==> src/rtl/i2c_pkg.sv <==
// Shared definitions for the I2C bit-level master: command codes, phase
// states and the per-phase open-drain line levels.
package i2c_pkg;

  typedef enum logic [1:0] {
    I2C_CMD_START = 2'b00,
    I2C_CMD_STOP  = 2'b01,
    I2C_CMD_WRITE = 2'b10,
    I2C_CMD_READ  = 2'b11
  } cmd_t;

  typedef enum logic [2:0] {
    ST_IDLE,
    ST_Q0,
    ST_Q1,
    ST_Q2,
    ST_Q3
  } state_t;

  // Returns {scl_oe, sda_oe} for a command in a given quarter phase.
  // 1 means pull the line low, 0 means release it.
  function automatic logic [1:0] phase_lines(cmd_t c, logic b, state_t p);
    logic scl;
    logic sda;
    scl = 1'b0;
    sda = 1'b0;
    case (c)
      I2C_CMD_START: begin
        scl = (p == ST_Q3);
        sda = (p == ST_Q2) || (p == ST_Q3);
      end
      I2C_CMD_STOP: begin
        scl = (p == ST_Q0);
        sda = (p != ST_Q3);
      end
      I2C_CMD_WRITE: begin
        scl = (p == ST_Q0) || (p == ST_Q3);
        sda = ~b;
      end
      I2C_CMD_READ: begin
        scl = (p == ST_Q0) || (p == ST_Q3);
        sda = 1'b0;
      end
      default: begin
        scl = 1'b0;
        sda = 1'b0;
      end
    endcase
    return {scl, sda};
  endfunction

endpackage

==> src/rtl/i2c_bit_ctrl_if.sv <==
// Command handshake and pad-side signals of the I2C bit controller.
// master: byte-level FSM plus pad model; slave: the bit controller.
interface i2c_bit_ctrl_if;
  logic       cmd_valid;
  logic       cmd_ready;
  logic [1:0] cmd;
  logic       cmd_bit;
  logic       done;
  logic       rd_bit;
  logic       arb_lost;
  logic       busy;
  logic       scl_in;
  logic       sda_in;
  logic       scl_oe;
  logic       sda_oe;

  modport master (
    output cmd_valid, cmd, cmd_bit, scl_in, sda_in,
    input  cmd_ready, done, rd_bit, arb_lost, busy, scl_oe, sda_oe
  );

  modport slave (
    input  cmd_valid, cmd, cmd_bit, scl_in, sda_in,
    output cmd_ready, done, rd_bit, arb_lost, busy, scl_oe, sda_oe
  );
endinterface

==> src/rtl/i2c_qtr_timer.sv <==
// Quarter-period down-counter. tc pulses in the last cycle of each phase;
// the counter reloads on tc or load and freezes while stall is high.
module i2c_qtr_timer #(
  parameter int unsigned QTR   = 250,
  parameter int unsigned CNT_W = 16
) (
  input  logic clk,
  input  logic rst,
  input  logic load,
  input  logic run,
  input  logic stall,
  output logic tc
);

  localparam logic [CNT_W-1:0] RELOAD = CNT_W'(QTR - 1);

  logic [CNT_W-1:0] cnt;

  assign tc = run && !stall && (cnt == '0);

  // Count down while running and not stalled; reload at phase boundaries.
  always_ff @(posedge clk) begin
    if (rst) begin
      cnt <= '0;
    end else if (load || tc) begin
      cnt <= RELOAD;
    end else if (run && !stall) begin
      cnt <= cnt - 1'b1;
    end
  end

endmodule

==> src/rtl/i2c_bit_ctrl.sv <==
// I2C bit-level master: drives START, STOP, WRITE and READ waveforms as
// four quarter phases on open-drain SCL/SDA, with clock stretching in Q1,
// read sampling and arbitration-loss abort at the end of Q1/Q2.
module i2c_bit_ctrl
  import i2c_pkg::*;
#(
  parameter int unsigned QTR   = 250,
  parameter int unsigned CNT_W = 16
) (
  input logic          clk,
  input logic          rst,
  i2c_bit_ctrl_if.slave bus
);

  state_t     state, state_nx;
  cmd_t       cmd_q, cmd_nx;
  logic       bit_q, bit_nx;
  logic [1:0] lines_q, lines_nx;
  logic       done_q, done_nx;
  logic       arb_q, arb_nx;
  logic       rd_q, rd_nx;
  logic       busy_q;
  logic       ready_q;

  logic accept;
  logic stall;
  logic tc;

  assign accept = bus.cmd_valid && ready_q;
  // A slave may hold SCL low after we release it in Q1 (not during START).
  assign stall  = (state == ST_Q1) && (cmd_q != I2C_CMD_START) && !bus.scl_in;

  i2c_qtr_timer #(
    .QTR   (QTR),
    .CNT_W (CNT_W)
  ) u_timer (
    .clk   (clk),
    .rst   (rst),
    .load  (accept),
    .run   (state != ST_IDLE),
    .stall (stall),
    .tc    (tc)
  );

  // Next phase, next line levels and completion flags.
  always_comb begin
    state_nx = state;
    cmd_nx   = cmd_q;
    bit_nx   = bit_q;
    lines_nx = lines_q;
    done_nx  = 1'b0;
    arb_nx   = 1'b0;
    rd_nx    = rd_q;
    case (state)
      ST_IDLE: begin
        if (accept) begin
          cmd_nx   = cmd_t'(bus.cmd);
          bit_nx   = bus.cmd_bit;
          state_nx = ST_Q0;
          lines_nx = phase_lines(cmd_t'(bus.cmd), bus.cmd_bit, ST_Q0);
        end
      end
      ST_Q0: begin
        if (tc) begin
          state_nx = ST_Q1;
          lines_nx = phase_lines(cmd_q, bit_q, ST_Q1);
        end
      end
      ST_Q1: begin
        if (tc) begin
          if ((cmd_q == I2C_CMD_START) && !bus.sda_in) begin
            state_nx = ST_IDLE;
            lines_nx = '0;
            done_nx  = 1'b1;
            arb_nx   = 1'b1;
          end else begin
            state_nx = ST_Q2;
            lines_nx = phase_lines(cmd_q, bit_q, ST_Q2);
          end
        end
      end
      ST_Q2: begin
        if (tc) begin
          if (cmd_q == I2C_CMD_READ) begin
            rd_nx = bus.sda_in;
          end
          if ((cmd_q == I2C_CMD_WRITE) && bit_q && !bus.sda_in) begin
            state_nx = ST_IDLE;
            lines_nx = '0;
            done_nx  = 1'b1;
            arb_nx   = 1'b1;
          end else begin
            state_nx = ST_Q3;
            lines_nx = phase_lines(cmd_q, bit_q, ST_Q3);
          end
        end
      end
      ST_Q3: begin
        if (tc) begin
          state_nx = ST_IDLE;
          done_nx  = 1'b1;
        end
      end
      default: begin
        state_nx = ST_IDLE;
        lines_nx = '0;
      end
    endcase
  end

  // State and registered outputs; busy/ready derive from the next state.
  always_ff @(posedge clk) begin
    if (rst) begin
      state   <= ST_IDLE;
      cmd_q   <= I2C_CMD_START;
      bit_q   <= 1'b0;
      lines_q <= '0;
      done_q  <= 1'b0;
      arb_q   <= 1'b0;
      rd_q    <= 1'b0;
      busy_q  <= 1'b0;
      ready_q <= 1'b1;
    end else begin
      state   <= state_nx;
      cmd_q   <= cmd_nx;
      bit_q   <= bit_nx;
      lines_q <= lines_nx;
      done_q  <= done_nx;
      arb_q   <= arb_nx;
      rd_q    <= rd_nx;
      busy_q  <= (state_nx != ST_IDLE);
      ready_q <= (state_nx == ST_IDLE);
    end
  end

  assign bus.scl_oe    = lines_q[1];
  assign bus.sda_oe    = lines_q[0];
  assign bus.done      = done_q;
  assign bus.arb_lost  = arb_q;
  assign bus.rd_bit    = rd_q;
  assign bus.busy      = busy_q;
  assign bus.cmd_ready = ready_q;

endmodule

==> src/flat_wrapper.sv <==
// flat-port wrapper written by rule: the top's interface ports become plain ports
module i2c_bit_ctrl_flat import i2c_pkg::*;
#(
  parameter int unsigned QTR   = 250,
  parameter int unsigned CNT_W = 16
)
  (clk, rst, bus_cmd_valid, bus_cmd, bus_cmd_bit, bus_scl_in, bus_sda_in, bus_cmd_ready, bus_done, bus_rd_bit, bus_arb_lost, bus_busy, bus_scl_oe, bus_sda_oe);
  i2c_bit_ctrl_if bus_i ();
  input logic clk;
  input logic rst;
  input wire logic [$bits(bus_i.cmd_valid)-1:0] bus_cmd_valid;
  input wire logic [$bits(bus_i.cmd)-1:0] bus_cmd;
  input wire logic [$bits(bus_i.cmd_bit)-1:0] bus_cmd_bit;
  input wire logic [$bits(bus_i.scl_in)-1:0] bus_scl_in;
  input wire logic [$bits(bus_i.sda_in)-1:0] bus_sda_in;
  output wire logic [$bits(bus_i.cmd_ready)-1:0] bus_cmd_ready;
  output wire logic [$bits(bus_i.done)-1:0] bus_done;
  output wire logic [$bits(bus_i.rd_bit)-1:0] bus_rd_bit;
  output wire logic [$bits(bus_i.arb_lost)-1:0] bus_arb_lost;
  output wire logic [$bits(bus_i.busy)-1:0] bus_busy;
  output wire logic [$bits(bus_i.scl_oe)-1:0] bus_scl_oe;
  output wire logic [$bits(bus_i.sda_oe)-1:0] bus_sda_oe;
  assign bus_i.cmd_valid = bus_cmd_valid;
  assign bus_i.cmd = bus_cmd;
  assign bus_i.cmd_bit = bus_cmd_bit;
  assign bus_i.scl_in = bus_scl_in;
  assign bus_i.sda_in = bus_sda_in;
  assign bus_cmd_ready = bus_i.cmd_ready;
  assign bus_done = bus_i.done;
  assign bus_rd_bit = bus_i.rd_bit;
  assign bus_arb_lost = bus_i.arb_lost;
  assign bus_busy = bus_i.busy;
  assign bus_scl_oe = bus_i.scl_oe;
  assign bus_sda_oe = bus_i.sda_oe;
  i2c_bit_ctrl #(.QTR(QTR), .CNT_W(CNT_W)) u_core (.clk(clk), .rst(rst), .bus(bus_i));
endmodule
==> config.mk <==
export PLATFORM = sky130hd
export DESIGN_NAME = i2c_bit_ctrl_flat
export DESIGN_NICKNAME = d
export VERILOG_FILES = /design/src/rtl/i2c_pkg.sv /design/src/rtl/i2c_bit_ctrl_if.sv /design/src/rtl/i2c_qtr_timer.sv /design/src/rtl/i2c_bit_ctrl.sv /design/src/flat_wrapper.sv
export SDC_FILE = /design/constraint.sdc
export NUM_CORES = 1
export LEC_CHECK = 0
export CAP_MARGIN = 15
export CORE_AREA = 2 2 65 67
export CTS_CLUSTER_DIAMETER = 30
export DETAILED_ROUTE_END_ITERATION = 7
export DIE_AREA = 0 0 67 69
export HOLD_SLACK_MARGIN = 0.12
export SYNTH_ARGS = -nofsm -noshare
export SYNTH_HDL_FRONTEND = slang
export SYNTH_SLANG_ARGS = --single-unit
==> constraint.sdc <==
create_clock -name clk -period 1.85 [get_ports clk]
set_input_delay 0.2775 -clock clk [delete_from_list [all_inputs] [get_ports clk]]
set_output_delay 0.2775 -clock clk [all_outputs]
set_load 0.005 [all_outputs]
==> results of run 1 <==
cells by family after synthesis:
group | Yosys count
AOI/OAI and AO/OA | 34
DFF | 29
muxes | 6
xor gates and xnor gates | 14
buffers and inverters | 14
adders and majority gates | 4
and+or+nand+nor | 73
per-stage QoR:
| stage | TNS [ps] | setup slack [ps] | hold WS (ps) | cell area (µm²) | instances |
|---|---|---|---|---|---|
| finish | -170 | -106 | 471 | 2050 | 265 |
| global route | -365 | -142 | 491 | 2050 | 265 |
| CTS | -248 | -112 | 470 | 1980 | 265 |
| detailed placement | -6050 | -362 | 462 | 1860 | 256 |
| global placement | -5990 | -376 | 455 | 1860 | 256 |
| floorplan | 0 | 6.26 | 421 | 1520 | 174 |
metal layers:
metal / vias up / track usage / routed length, µm
li1: 697 / - / -
met1: 644 / 0.214 / 1650
met2: 15 / 0.264 / 1750
met3: 7 / 0.0489 / 100
met4: 0 / 0.0612 / 53
met5: - / 0 / 0
how the worst max path moves through the flow:
stage,start,end,cells past startpoint
floorplan,u_core.cmd_q[0],u_core.bus.rd_bit,5
global placement,bus_scl_in,u_core.u_timer.cnt[10],7
detailed placement,bus_scl_in,u_core.u_timer.cnt[8],7
CTS,u_core.state[1],u_core.bus.busy,5
global route,u_core.cmd_q[0],u_core.bus.rd_bit,5
finish,u_core.cmd_q[0],u_core.bus.rd_bit,5
layout make-up:
class	count	area [µm²]
sequential	29	583
multi-input combinational	131	943
tap	50	62.6
clock buffer	7	86.3
inverter	6	22.5
fill	385	1870
timing repair buffer	42	350
sequential cells by signal (all words and copies together), names as in the netlist:
signal / cells
u_core.bit_q: 1
u_core.bus.arb_lost: 1
u_core.bus.busy: 1
u_core.bus.cmd_ready: 1
u_core.bus.done: 1
u_core.bus.rd_bit: 1
u_core.cmd_q: 2
u_core.lines_q: 2
u_core.state: 3
u_core.u_timer.cnt: 16
synth_stat cells (all sizes together):
cell type	n	area, µm²
buf	4	28.8
a21oi	12	60.1
nor3b	1	7.51
a21boi	1	11.3
nor2b	4	25.0
mux2i	6	60.1
and2	1	6.26
a21o	2	15.0
nor3	7	40.0
and4	1	8.76
or4	2	15.0
o21a	1	7.51
nand3b	3	22.5
nand4	4	25.0
nor4	2	18.8
ha	4	50.1
or2	2	12.5
dfxtp	29	581
clkbuf	4	26.3
o21ai	5	25.0
a31oi	3	18.8
or3	4	25.0
or2b	1	7.51
nor4b	1	8.76
nand3	6	30.0
a221oi	1	15.0
nand4b	2	17.5
xor2	9	78.8
inv	6	22.5
nand2	9	33.8
xnor2	5	43.8
or3b	1	11.3
a211oi	5	42.5
o31ai	3	27.5
a211o	1	8.76
nor2	22	82.6
power groups by stage:
stage	Sequential, mW	Combinational (mW)	Clock [mW]
2_1_floorplan	0.720	0.259	0
3_3_place_gp	0.715	0.422	0
3_5_place_dp	0.718	0.429	0
4_1_cts	0.708	0.449	0.530
5_1_grt	0.722	0.527	0.562
6_report	0.716	0.481	0.515
timing repair:
| action | CTS | global route |
|---|---|---|
| pin swaps | 0 | 8 |
| setup buffers | 2 | 0 |
| gates resized for setup | 4 | 17 |
| setup endpoints to repair | 21 | 20 |
| gates cloned | 0 | 0 |
cell usage in the layout (no fill, tap or decap), drive strengths merged, types with 2 or more instances in the layout:
cell type and n:
xnor2 5, or2 2, a31oi 3, nand2 9
clkdlybuf4s50 14, inv 6, clkbuf 7, a211oi 5
ha 4, nor3 7, dfxtp 29, xor2 9
buf 28, nand3 6, or4 2, o31ai 3
mux2i 6, nand4 4, o21ai 5, a21oi 12
nand3b 3, nor4 2, nor2 22, nand4b 2
a21o 2, or3 4, nor2b 4
critical path: cells and delay by family, from the launching register on:
| family | cells | cell delay [ps] |
|---|---|---|
| AOI/OAI and AO/OA | 1 | 370 |
| DFF | 1 | 320 |
| muxes | 1 | 160 |
| and+or+nand+nor | 3 | 990 |
==> reports/results.txt, run 1 <==
CTS tree: built
Pwr dens: 836 mW/mm²
Hold Crit Start: u_core.lines_q[1]
Worst R2R Start: u_core.cmd_q[0]
Hold_buf cts: 0
Post-DRT Antenna Nets: 0
Final #Nets: 227
Post-synthesis mux area share: 0.0395
Post-Synth XOR/XNOR Area: 0.0807
Residual DRC: 0
Clock Path Buffers: 2
IO Pins: 15
Die area: 0.00462 mm²
Root Buffer: clkbuf_8
Sw Pwr: 496 µW
Vias: 1,363
Max Cap Viol: 0
Die Y: 69 µm
H-tree depth: 2
HPWL Detailed: 2570 µm
Antenna violations before repair: 0
CP max stage cell: or4_4
Unrepaired setup endpoints after global routing: yes
Syn Area/Cell: 8.74 µm²
Clock skew: 2.45 ps
Final Hold Vio Count: 0
Synth Instances: 174
Final Worst Setup Slack: -106 ps
CTS sink count: 29
Total wire length: 3550 µm
Maximum fanout along the worst path: 4
Slew margin rel.: 0.715
Post-Synth Adder-Cell Area: 0.0329
Synthesized flop and latch total: 29
Detailed Routing Iterations Pass 1: 4
Tmin final: 1960 ps
Worst-margin pin slew: 427 ps
Total GRT Usage: 0.168
Final Util: 0.523
Hold path endpoint: u_core.lines_q[1]
# diodes: 0
CORE AREA: 0.00391 mm²
Wire length per cell: 13.4 µm
Worst Hold Path Cells: 2
Worst Hold Class: reg2reg
Seq/Total Area, Yosys: 0.382
Critical Path Source Type: flip-flop
Crit share post-route: 1.06
Sw Ratio: 0.290
Int Power: 1.22 mW
IO Port Bufs: 14
Area Growth Syn to Fin: 34.7%
Cell area after synthesis: 0.00152 mm²
Main combinational cell family by area after synthesis: simple AND/OR/NAND/NOR gates
Post-synthesis simple-gate area fraction: 0.262
Worst-path clk slew: 60 ps
F_max: 511 MHz
Die width: 67 µm
Distinct cells, synth: 44
Starting DRC count in detailed routing: 48
Sequential power share: 0.418
Critical path endpoint category: flip-flop
First-pass GRT wire length: 5930 µm
Tot Pwr: 1.71 mW
Outcome: finished with violations
R2R cell count: 5
Slowest stage delay, CP: 510 ps
FF-to-FF End: u_core.bus.rd_bit
Logic pwr share: 0.281
Routability cong.: 0.799
Critical path class: reg2reg
Leakage: 0.798 nW
Rows: 23
Pin count of the biggest net entering global routing: 14
Total gr overflow: 0
Share of cells above drive strength 1: 0.265
Crit path cell chain: or3b_4 > a211o_1 > or4_4 > mux2i_1 > nor2_1
Failing checks: negative setup slack
R2R setup slack: -110 ps
Worst Path Required: 2020 ps
TritonCTS buffer count: 5
Starting Density: 0.388
Final setup fails: 2
Clock power frac: 0.301
Synthesis warning total: 0
Vias in the first global route: 1,310
Worst skew pair latency: 280 ps
Vias per cell: 5.14
Synth Area in Compound Gates: 0.152
Max-slew violations: 0
Post-Syn Nets: 186
VDD IR max: 0.419 mV
Worst EP arrival: 2130 ps
(Power assumes the default switching activity.)
==> inputs of run 2 (changes only) <==
--- a/config.mk
+++ b/config.mk
@@ -5,12 +5,13 @@
 export SDC_FILE = /design/constraint.sdc
 export NUM_CORES = 1
 export LEC_CHECK = 0
-export CAP_MARGIN = 15
-export CORE_AREA = 2 2 65 67
+export CAP_MARGIN = 20
+export CORE_AREA = 2 2 49 73
 export CTS_CLUSTER_DIAMETER = 30
 export DETAILED_ROUTE_END_ITERATION = 7
-export DIE_AREA = 0 0 67 69
+export DIE_AREA = 0 0 51 75
 export HOLD_SLACK_MARGIN = 0.12
+export PLACE_DENSITY = 0.71
 export SYNTH_ARGS = -nofsm -noshare
 export SYNTH_HDL_FRONTEND = slang
 export SYNTH_SLANG_ARGS = --single-unit
==> reports/results.txt, run 2 (synthesis results as in run 1) <==
Outcome: finished with violations (unchanged)
Failing checks: negative setup slack (unchanged)
Tot Pwr: 1.75 mW (was 1.71 mW)
Hold Crit Start: u_core.lines_q[1] (unchanged)
CORE AREA: 0.00316 mm² (was 0.00391 mm²)
CP max stage cell: or4_4 (unchanged)
Max reg flops: 16 (unchanged)
Die area: 0.00383 mm² (was 0.00462 mm²)
Critical Path Source Type: flip-flop (unchanged)
Routability cong.: 0.855 (was 0.799)
Final #Nets: 226 (was 227)
Max-slew violations: 0 (unchanged)
Area Growth Syn to Fin: 36.5% (was 34.7%)
Worst EP arrival: 2050 ps (was 2130 ps)
Top flop regs: u_core.u_timer.cnt: 16 flops, u_core.state: 3 flops (unchanged)
CTS sink count: 29 (unchanged)
Tmin final: 1870 ps (was 1960 ps)
Maximum fanout along the worst path: 4 (unchanged)
Pin count of the biggest net entering global routing: 14 (unchanged)
Antenna violations before repair: 0 (unchanged)
Root Buffer: clkbuf_8 (unchanged)
Vias: 1,408 (was 1,363)
Die width: 51 µm (was 67 µm)
Final Worst Setup Slack: -21.6 ps (was -106 ps)
VDD IR max: 0.673 mV (was 0.419 mV)
Total GRT Usage: 0.214 (was 0.168)
IO Pins: 15 (unchanged)
TritonCTS buffer count: 5 (unchanged)
Setup TNS Final: -42.0 ps (was -170 ps)
Final Hold Vio Count: 0 (unchanged)
Total gr overflow: 0 (unchanged)
Largest register by flop count: u_core.u_timer.cnt (unchanged)
Crit share post-route: 1.01 (was 1.06)
HPWL Detailed: 2800 µm (was 2570 µm)
Unrepaired setup endpoints after global routing: yes (unchanged)
Commonest cells after routing, fill and taps aside: buf_4, dfxtp_1, nor2_1 (unchanged)
Clock Path Buffers: 2 (unchanged)
Die Y: 75 µm (was 69 µm)
Rows: 25 (was 23)
Starting DRC count in detailed routing: 24 (was 48)
Worst Hold Path Cells: 2 (unchanged)
Share of cells above drive strength 1: 0.279 (was 0.265)
# diodes: 0 (unchanged)
Final setup fails: 2 (unchanged)
FF-to-FF End: u_core.bus.rd_bit (unchanged)
Worst-margin pin slew: 355 ps (was 427 ps)
Critical path endpoint category: flip-flop (unchanged)
Vias per cell: 5.52 (was 5.14)
Worst Hold Class: reg2reg (unchanged)
CTS tree: built (unchanged)
Slowest stage delay, CP: 500 ps (was 510 ps)
Worst Path Required: 2020 ps (about the same)
H-tree depth: 2 (unchanged)
First-pass GRT wire length: 5960 µm (was 5930 µm)
Worst skew pair latency: 280 ps (about the same)
Vias in the first global route: 1,367 (was 1,310)
Clock skew: 1.44 ps (was 2.45 ps)
Wire length per cell: 14.5 µm (was 13.4 µm)
Worst R2R Start: u_core.cmd_q[0] (unchanged)
Starting Density: 0.481 (was 0.388)
Pwr dens: 843 mW/mm² (was 836 mW/mm²)
IO Port Bufs: 14 (unchanged)
Total wire length: 3690 µm (was 3550 µm)
Crit path cell chain: or3b_4 > a211o_1 > or4_4 > mux2i_1 > nor2_1 (unchanged)
Commonest non-fill, non-tap cell in the layout: buf_4 (unchanged)
Pre-CTS setup slack: -337 ps (was -362 ps)
Post-DRT Antenna Nets: 0 (unchanged)
F_max: 534 MHz (was 511 MHz)
Detailed Routing Iterations Pass 1: 4 (unchanged)
Leakage: 0.804 nW (was 0.798 nW)
R2R cell count: 5 (unchanged)
Critical path class: reg2reg (unchanged)
Slew margin rel.: 0.763 (was 0.715)
Hold_buf cts: 0 (unchanged)
R2R setup slack: -20 ps (was -110 ps)
Hold path endpoint: u_core.lines_q[1] (unchanged)
Worst-path clk slew: 60 ps (about the same)
Max Cap Viol: 0 (unchanged)
Residual DRC: 0 (unchanged)
[run 2: changes by cell type in the layout (fill, tap and decap cells not counted), sizes merged]
cell	before	now
buf	28	27
clkinv	0	1
[run 2: power by group]
part	internal (mW)	switching [mW]
sequential	0.674	0.0501
clock	0.335	0.224
combinational	0.232	0.234
[run 2: cell type report]
| class | count | area [µm²] |
|---|---|---|
| clock buffers | 7 | 96.3 |
| multi-input cells | 131 | 970 |
| inverters | 6 | 22.5 |
| well taps | 40 | 50.0 |
| fillers | 267 | 1080 |
| repair buffers | 41 | 347 |
| clock inverters | 1 | 5.00 |
| flip-flops and latches | 29 | 586 |
[run 2: worst max path at each step]
stage | from | to | cells after the start
after floorplan | u_core.cmd_q[0] | u_core.bus.rd_bit | 5
after global routing | u_core.u_timer.cnt[0] | u_core.bus.busy | 7
after detailed placement | bus_scl_in | u_core.u_timer.cnt[9] | 7
final | u_core.cmd_q[0] | u_core.bus.rd_bit | 5
after global placement | bus_scl_in | u_core.u_timer.cnt[10] | 7
after CTS | u_core.cmd_q[0] | u_core.bus.rd_bit | 5
[run 2: per-stage QoR]
stage,std cells,hold slack [ps],utilization,area (µm²)
2_1_floorplan,174,421,-,1520
3_3_place_gp,242,448,0.576,1820
3_5_place_dp,242,486,0.576,1820
4_1_cts,252,495,0.628,1980
5_1_grt,255,525,0.657,2080
6_report,255,487,0.657,2080
[run 2: critical path: cells and delay by family, from the launching register on]
| kind | cells | cell delay (ps) |
|---|---|---|
| simple gates | 3 | 970 |
| flops | 1 | 310 |
| mux | 1 | 160 |
| compound gates | 1 | 330 |
[run 2: timing repair]
item	in CTS	in global routing
endpoints found under the setup margin	18	20
pin swaps	6	12
gates resized for setup	9	17
buffers inserted	2	3
[run 2: layer usage]
metal / vias to the layer above / track usage / routed length [µm]
met3: 15 / 0.0536 / 80
li1: 698 / - / -
met4: 0 / 0.120 / 146
met2: 23 / 0.414 / 2140
met1: 672 / 0.200 / 1320
met5: - / 0 / 0
==> inputs of run 3 (changes only) <==
--- a/config.mk
+++ b/config.mk
@@ -14,4 +14,5 @@
 export PLACE_DENSITY = 0.71
 export SYNTH_ARGS = -nofsm -noshare
 export SYNTH_HDL_FRONTEND = slang
+export SYNTH_HIERARCHICAL = 1
 export SYNTH_SLANG_ARGS = --single-unit
==> reports/results.txt, run 3 <==
Outcome: finished with violations (unchanged)
Failing checks: negative setup slack (unchanged)
Tmin final: 2260 ps (was 1870 ps)
Clock skew: 2.33 ps (was 1.44 ps)
Top delay family on crit path: simple AND/OR/NAND/NOR gates (unchanged)
Worst-margin pin slew: 397 ps (was 355 ps)
Worst Hold Class: reg2reg (unchanged)
# diodes: 0 (unchanged)
Final Hold Vio Count: 0 (unchanged)
Share of cells above drive strength 1: 0.360 (was 0.279)
IO Port Bufs: 14 (unchanged)
Crit-path most repeated cell: nor3_4
WHS: 508 ps (was 487 ps)
Worst-path clk slew: 60 ps (about the same)
Detailed Routing Iterations Pass 1: 4 (unchanged)
Post-synth EDFFs: 0 (unchanged)
VDD IR max: 0.500 mV (was 0.673 mV)
Wire length per cell: 15.0 µm (was 14.5 µm)
Worst EP arrival: 2420 ps (was 2050 ps)
Setup TNS Final: -2810 ps (was -42.0 ps)
Final Util: 0.718 (was 0.657)
Fraction of registers with async set/reset: 0 (unchanged)
Vias: 1,505 (was 1,408)
Syn Area/Cell: 8.96 µm² (was 8.74 µm²)
CP max stage cell: or3b_4 (was or4_4)
Post-DRT Antenna Nets: 0 (unchanged)
Total gr overflow: 0 (unchanged)
Starting DRC count in detailed routing: 36 (was 24)
Die area: 0.00383 mm² (unchanged)
Total GRT Usage: 0.244 (was 0.214)
Rows: 25 (unchanged)
HPWL Detailed: 2950 µm (was 2800 µm)
First-pass GRT wire length: 6850 µm (was 5960 µm)
Residual DRC: 0 (unchanged)
Commonest cells post-synth: dfxtp_1, nor2_1, a21oi_1 (unchanged)
Max Cap Viol: 0 (unchanged)
Slew margin rel.: 0.734 (was 0.763)
H-tree depth: 2 (unchanged)
Most common cell in the netlist: dfxtp_1 (unchanged)
Design Area, Final: 0.00227 mm² (was 0.00208 mm²)
Clock Path Buffers: 2 (unchanged)
Final #Nets: 246 (was 226)
Synthesized flop and latch total: 29 (unchanged)
Synth top area share: 0.381 (was 0.382)
Max-slew violations: 0 (unchanged)
Seq/Total Area, Yosys: 0.381 (was 0.382)
Cell area after synthesis: 0.00152 mm² (about the same)
Synthesis warning total: 6 (was 0)
Leading area contributor after synthesis: dfxtp_1 (unchanged)
Critical Path Source Type: flip-flop (unchanged)
Commonest non-fill, non-tap cell in the layout: buf_4 (unchanged)
WP buf/inv: 1 (was 0)
Distinct cells, synth: 51 (was 44)
Max reg flops: 16 (unchanged)
Crit path cell chain: or3b_4 > nor3_4 > and4bb_2 > nand4_4 > nor3_4 > buf_6 > and3_4 > nand2b_4 > a21oi_4 > or3_1 (was or3b_4 > a211o_1 > or4_4 > mux2i_1 > nor2_1)
Critical path class: reg2reg (unchanged)
Post-placement cell area: 0.00202 mm² (was 0.00182 mm²)
Die width: 51 µm (unchanged)
Worst Path Required: 2010 ps (was 2020 ps)
IO Pins: 15 (unchanged)
Vias in the first global route: 1,641 (was 1,367)
Hold_buf cts: 0 (unchanged)
Routability cong.: 0.926 (was 0.855)
Largest register by flop count: u_core/u_timer/cnt (was u_core.u_timer.cnt)
Starting Density: 0.482 (was 0.481)
Antenna violations before repair: 0 (unchanged)
Total wire length: 4140 µm (was 3690 µm)
Pwr dens: 816 mW/mm² (was 843 mW/mm²)
Top_reg_cell synth: dfxtp_1 (unchanged)
Vias per cell: 5.45 (was 5.52)
Fill cell count: 231 (was 267)
F_max: 443 MHz (was 534 MHz)
Worst skew pair latency: 280 ps (about the same)
Commonest cells after routing, fill and taps aside: buf_4, dfxtp_1, nor2_1 (unchanged)
TritonCTS buffer count: 5 (unchanged)
Leakage: 0.918 nW (was 0.804 nW)
Root Buffer: clkbuf_8 (unchanged)
Area Growth Syn to Fin: 49.1% (was 36.5%)
Pin count of the biggest net entering global routing: 12 (was 14)
CTS tree: built (unchanged)
Tot Pwr: 1.85 mW (was 1.75 mW)
CORE AREA: 0.00316 mm² (unchanged)
Final Worst Setup Slack: -409 ps (was -21.6 ps)
Critical path endpoint category: flip-flop (unchanged)
Crit share post-route: 1.22 (was 1.01)
Synth Instances: 170 (was 174)
Final setup fails: 22 (was 2)
Die Y: 75 µm (unchanged)
CTS sink count: 29 (unchanged)
Top flop regs: u_core/u_timer/cnt: 16 flops, u_core/state: 3 flops (was u_core.u_timer.cnt: 16 flops, u_core.state: 3 flops)
Main area contributors after synthesis: dfxtp_1, nor2_1, xor2_1 (unchanged)
Post-Syn Nets: 181 (was 186)
Unrepaired setup endpoints after global routing: yes (unchanged)
Maximum fanout along the worst path: 7 (was 4)
Slowest stage delay, CP: 420 ps (was 500 ps)
==> run 3: cell count changes after synthesis, sizes merged, moves of 3 or more <==
cell,previous run,this run
a211oi,5,2
inv,6,9
nand2b,0,4
nand3,6,3
nor2b,4,1
nor3,7,10
xnor2,5,2
==> run 3: path summary, 6_finish.rpt <==
check,from,end,slack (ps),cells past startpoint
worst min-delay path,u_core/lines_q[0],u_core/lines_q[0],510,2
worst max register to register,u_core/state[0],u_core/bus.busy,-410,10
worst max-delay path,u_core/state[0],u_core/bus.busy,-410,10
worst min register to register,u_core/lines_q[0],u_core/lines_q[0],510,2
==> run 3: logic make-up (layout without fill, tap and decap cells) <==
logic type,Yosys count,in the layout,synth area share
flip-flops,29,29,0.381
AO/OA/AOI/OAI,30,30,0.137
multiplexers,6,6,0.0394
adder cells (fa/ha/maj),3,3,0.0247
buffers and inverters,16,82,0.0559
AND/OR/NAND/NOR,76,76,0.304
XOR/XNOR,10,10,0.0575
==> run 3: power by group <==
| group | switching [mW] | internal (mW) | total (mW) |
|---|---|---|---|
| Combinational | 0.310 | 0.322 | 0.632 |
| Clock | 0.237 | 0.267 | 0.503 |
| Sequential | 0.0360 | 0.681 | 0.718 |
==> run 3: worst register-to-register path, cell delays in order (launching register included) <==
cell      delay, ps
dfxtp_2         320
or3b_4          420
nor3_4          140
and4bb_2        280
nand4_4         110
nor3_4           70
buf_6           130
and3_4          150
nand2b_4         70
a21oi_4          50
or3_1           380
==> run 3: routing by layer <==
metal  GRT usage  up-vias  wire, µm
met2       0.452       30      2370
met5           0        -         0
li1            -      737         -
met1       0.228      724      1500
met3      0.0615       14       117
met4       0.177        0       148
==> run 3: final cells by class <==
| type | instances | area [µm²] | area share |
|---|---|---|---|
| clock buffers | 8 | 80.1 | 0.0353 |
| inverters | 9 | 33.8 | 0.0149 |
| well taps | 40 | 50.0 | 0.0221 |
| flip-flops and latches | 29 | 583 | 0.257 |
| multi-input cells | 125 | 973 | 0.429 |
| repair buffers | 65 | 549 | 0.242 |
==> run 3: repair_timing <==
action,4_1_cts,5_1_grt
pin swaps,15,10
resized for setup,16,9
setup buffers,5,5
endpoints found under the setup margin,24,26
==> run 3: per-stage QoR <==
| step | worst slack (ps) | cells |
|---|---|---|
| finish | -409 | 276 |
| floorplan | -375 | 170 |
| global placement | -450 | 260 |
| global route | -486 | 276 |
| CTS | -335 | 272 |
| detailed placement | -502 | 260 |
==> patch 1, RTL diff (flow settings as in run 1) <==
Make the reset (`rst`) asynchronous in 2 clocked blocks.
--- a/src/rtl/i2c_qtr_timer.sv
+++ b/src/rtl/i2c_qtr_timer.sv
@@ -19,7 +19,7 @@
   assign tc = run && !stall && (cnt == '0);
 
   // Count down while running and not stalled; reload at phase boundaries.
-  always_ff @(posedge clk) begin
+  always_ff @(posedge clk or posedge rst) begin
     if (rst) begin
       cnt <= '0;
     end else if (load || tc) begin
--- a/src/rtl/i2c_bit_ctrl.sv
+++ b/src/rtl/i2c_bit_ctrl.sv
@@ -109,7 +109,7 @@
   end
 
   // State and registered outputs; busy/ready derive from the next state.
-  always_ff @(posedge clk) begin
+  always_ff @(posedge clk or posedge rst) begin
     if (rst) begin
       state   <= ST_IDLE;
       cmd_q   <= I2C_CMD_START;
Check against the original RTL: differs if rst is asserted again (counterexample within 4 cycles, from zero or initial values and one cycle with rst high); with rst held inactive, the same outputs for 10 cycles.
==> patch 1 against run 1 <==
The flow still finishes with violations (negative setup slack); synthesized area grew 13%; worst setup slack worse by 250 ps; die area stayed put; sequential cell count unchanged; wire length rose by 24%; final area increased by 24%; via count grew 13%; critical path type unchanged.
Power is not compared: it rests on default switching activity, and its combinational part moved more than twofold at a synthesized area within 25%.
==> patch 1: results (changes against run 1) <==
[layout]
n_all_inverters=9  ; +3
fillCellCount=347  ; -9.9%
n_all_buffers=62  ; +48%
buf_share_pct=21.0  ; +3.9 points
multi_input_area_share_pct=41.8  ; -4.2 points
clkCellAreaFrac_pct=4.60  ; +0.38 points
nMultiInputCombCells=134  ; +2.3%
drive_gt1_share_pct=40.9  ; +14 points
seq_cell_count=29  ; unchanged
regArea_sq_um=727  ; +25%
final_nets=253  ; +11%

[logic_synthesis]
synthTopCellsByCount=dfrtp_1 (28), nor2_1 (22), nor3_1 (11)
synthArstFlopShare_pct=100  ; +100 points
yosysUniqueCellTypes=47  ; +6.8%
ys_seq_area_share_pct=42.4  ; +4.2 points
syn-num-nets=193  ; +3.8%
synthTopCellsByArea=dfrtp_1 (41%), nor2_1 (4.8%), xnor2_1 (4.1%)

[placement]
gp_congestion=0.834  ; +4.3%
dp_hpwl_mm=3.24  ; +26%
dp_worst_setup_slack_ps=-425  ; -62.9 ps

[global_route]
grt_pass1_wl_mm=7.42  ; +25%
grt_usage_pct=21.4  ; +4.6 points
gr-usage-met2_pct=37.5  ; +11 points
grt_pass1_vias=1628  ; +24%
use_met3_pct=4.57  ; -0.33 points
use_met1_pct=23.3  ; +1.9 points

[worst_setup_path]
critical-path-slowest-cell=or4b_4
crit_path_max_incr_delay_ps=480  ; -30 ps
cp_data_arrival_time_ps=2380  ; +250 ps
crit_path_max_fanout=2  ; -2

[routing]
drt_iter0_drc=59  ; +23%
dr_wl_met2_mm=2.46  ; +41%
num_vias=1534  ; +13%
wl_met3_microns=94  ; -6.0%
wl_per_cell_microns=15.1  ; +12%
met1_length_mm=1.74  ; +5.8%

[pwr]
p_sw_share_pct=32.9
p_per_area_nw_per_um2=1070

[cts]
cts_root_buf=clkbuf_8
cts_resized=26  ; +22
cts_setup_buffers=3  ; +1

[run]
max_cap_violations=0  ; unchanged

[status]
status=finished with violations
violations=negative setup slack

[sta]
clock_skew_ps=12.4  ; +9.92 ps
maxSlewHeadroom_pct=65.6  ; -5.8 points
worst_slack_ps=-357  ; -251 ps
setup_viol=25  ; +23

[min_path]
worstHoldPathType=in2async

-- patch 1: final timing paths --
kind                                              startpoint                                 end  slack, ps  cells past startpoint
min reg2reg                    u_core.lines_q[0]$_DFFE_PP0P_       u_core.lines_q[0]$_DFFE_PP0P_        480                      1
min in group clk               u_core.lines_q[0]$_DFFE_PP0P_       u_core.lines_q[0]$_DFFE_PP0P_        480                      1
min                                                      rst       u_core.bus.rd_bit$_DFFE_PP0P_        330                      2
max reg2reg                u_core.u_timer.cnt[0]$_DFFE_PP0P_       u_core.bus.rd_bit$_DFFE_PP0P_       -360                      7
max in group asynchronous                                rst  u_core.u_timer.cnt[14]$_DFFE_PP0P_        960                      3
max                        u_core.u_timer.cnt[0]$_DFFE_PP0P_       u_core.bus.rd_bit$_DFFE_PP0P_       -360                      7
-- patch 1: per-stage QoR --
| step | TNS (ps) | std cells | utilization, % | instance area (sq um) | hold WS [ps] |
|---|---|---|---|---|---|
| 5_1_grt | -7140 | 292 | 64.6 | 2530 | 350 |
| 3_3_place_gp | -4180 | 280 | 56.8 | 2220 | 470 |
| 3_5_place_dp | -5670 | 280 | 56.8 | 2220 | 471 |
| 4_1_cts | -3930 | 291 | 63.1 | 2470 | 303 |
| 6_report | -5030 | 292 | 64.6 | 2530 | 334 |
| 2_1_floorplan | -4330 | 181 | - | 1730 | 355 |
-- patch 1: kinds of logic (layout without fill, tap and decap cells) --
family | after synthesis | after routing | share of synthesized area, %
buffers and inverters | 18 | 79 | 4.52
XOR/XNOR | 11 | 11 | 5.62
multiplexers | 8 | 8 | 5.03
AO/OA/AOI/OAI | 28 | 28 | 11.3
AND/OR/NAND/NOR | 83 | 83 | 28.2
flip-flops | 29 | 29 | 42.4
adder cells (fa/ha/maj) | 4 | 4 | 2.92
==> patch 2, RTL diff (config.mk and constraints of run 1) <==
Made on the original files. `CNT_W` is set to 16 in 3 places; all go to 32.
--- a/src/rtl/i2c_qtr_timer.sv
+++ b/src/rtl/i2c_qtr_timer.sv
@@ -2,7 +2,7 @@
 // the counter reloads on tc or load and freezes while stall is high.
 module i2c_qtr_timer #(
   parameter int unsigned QTR   = 250,
-  parameter int unsigned CNT_W = 16
+  parameter int unsigned CNT_W = 32
 ) (
   input  logic clk,
   input  logic rst,
--- a/src/rtl/i2c_bit_ctrl.sv
+++ b/src/rtl/i2c_bit_ctrl.sv
@@ -5,7 +5,7 @@
   import i2c_pkg::*;
 #(
   parameter int unsigned QTR   = 250,
-  parameter int unsigned CNT_W = 16
+  parameter int unsigned CNT_W = 32
 ) (
   input logic          clk,
   input logic          rst,
--- a/src/flat_wrapper.sv
+++ b/src/flat_wrapper.sv
@@ -2,7 +2,7 @@
 module i2c_bit_ctrl_flat import i2c_pkg::*;
 #(
   parameter int unsigned QTR   = 250,
-  parameter int unsigned CNT_W = 16
+  parameter int unsigned CNT_W = 32
 )
   (clk, rst, bus_cmd_valid, bus_cmd, bus_cmd_bit, bus_scl_in, bus_sda_in, bus_cmd_ready, bus_done, bus_rd_bit, bus_arb_lost, bus_busy, bus_scl_oe, bus_sda_oe);
   i2c_bit_ctrl_if bus_i ();
Check against the original RTL: same outputs for any inputs over 10 cycles, from zero or initial values and one cycle with rst high; that may be too few to reach the edited logic, so the function may still have changed.
==> patch 2 against run 1 <==
The flow still finishes with violations (negative setup slack); wire length rose by 110%; via count grew 87%; power up 67%; final area is 73% higher; first-iteration DRC count rose to 3.9 times the old value; hold slack worse by 7.4 ps; worst setup slack lost 270 ps; synthesized area grew 53%; synthesized cell count rose by 56%; sequential share of layout area is 2.9 points lower; sequential cell count increased by 16; highest routed layer unchanged.
==> patch 2: results (changes against run 1) <==
[global_route]
gr-usage-met2_pct=54.7  ; +28 points
use_met1_pct=36.6  ; +15 points
grt_pass1_wl_mm=11.2  ; +88%

[pwr]
p_int_mw=1.96  ; +61%
p_leak_nw=1.40  ; +76%
p_comb_mw=1.01  ; +110%
peakVddDrop_uv=630  ; +51%
clkPwrFrac_pct=27.5  ; -2.6 points

[logic_synthesis]
synth_xor_area_share_pct=6.02  ; -2.1 points
synth_fa_ha_area_share_pct=2.15  ; -1.1 points
synthTopCellsByArea=dfxtp_1 (39%), a21oi_1 (4.9%), or3_1 (4.8%)
yosysUniqueCellTypes=53  ; +20%
syn-num-nets=284  ; +53%
postSynthAreaPerCell_sq_um=8.57  ; -2.0%
synth.area.mux_share_pct=2.58  ; -1.4 points
synth_compound_area_share_pct=15.7  ; +0.46 points

[layout]
seq_share_pct=25.6  ; -2.9 points
n_all_inverters=9  ; +3
n_all_buffers=95  ; +130%
buf_share_pct=22.6  ; +5.4 points
final_nets=371  ; +63%
multi_input_area_share_pct=45.9  ; -0.18 points
nMultiInputCombCells=203  ; +55%
drive_gt1_share_pct=41.7  ; +15 points
seq_cell_count=45  ; +55%
regArea_sq_um=905  ; +55%
top_regs=u_core.u_timer.cnt: 32 flops, u_core.state: 3 flops

[status]
violations=negative setup slack
status=finished with violations

[sta]
whs_ps=464  ; -7.38 ps
maxSlewHeadroom_pct=69.3  ; -2.2 points
setup_viol=42  ; +40
fin_tns_setup_ps=-11520  ; -11350 ps
worst_slack_ps=-373  ; -267 ps

[routing]
drtPass1Iterations=5  ; +1
dr_wl_met2_mm=4.06  ; +130%
wl_met3_microns=431  ; +330%
drt_iter0_drc=188  ; +290%
met1_length_mm=2.80  ; +70%
wl_per_cell_microns=18.5  ; +38%

[worst_setup_path]
cp_data_arrival_time_ps=2420  ; +290 ps
crit_path_max_incr_delay_ps=550  ; +40 ps

[cts]
cts_setup_buffers=7  ; +5
cts.clk_slew.worst_paths_ps=90  ; +30 ps

[placement]
placed_area_sq_um=3060  ; +64%
gp_congestion=0.828  ; +3.6%
dp_hpwl_mm=4.42  ; +72%

patch 2: changes by cell type after synthesis, moves of 6 or more:
cell      change
or3_1        +14
dfxtp_1      +16
o21ai_0       +7
a21oi_1      +11
clkbuf_1      +6
patch 2: path summary, 6_finish.rpt:
| path | from | end | depth (start not counted) |
|---|---|---|---|
| worst max register to register | u_core.u_timer.cnt[27]$_SDFFE_PP0P_ | u_core.lines_q[1]$_SDFFE_PP0P_ | 6 |
| worst min-delay path | u_core.lines_q[0]$_SDFFE_PP0P_ | u_core.lines_q[0]$_SDFFE_PP0P_ | 2 |
| worst max-delay path | u_core.u_timer.cnt[27]$_SDFFE_PP0P_ | u_core.lines_q[1]$_SDFFE_PP0P_ | 6 |
| worst min register to register | u_core.lines_q[0]$_SDFFE_PP0P_ | u_core.lines_q[0]$_SDFFE_PP0P_ | 2 |
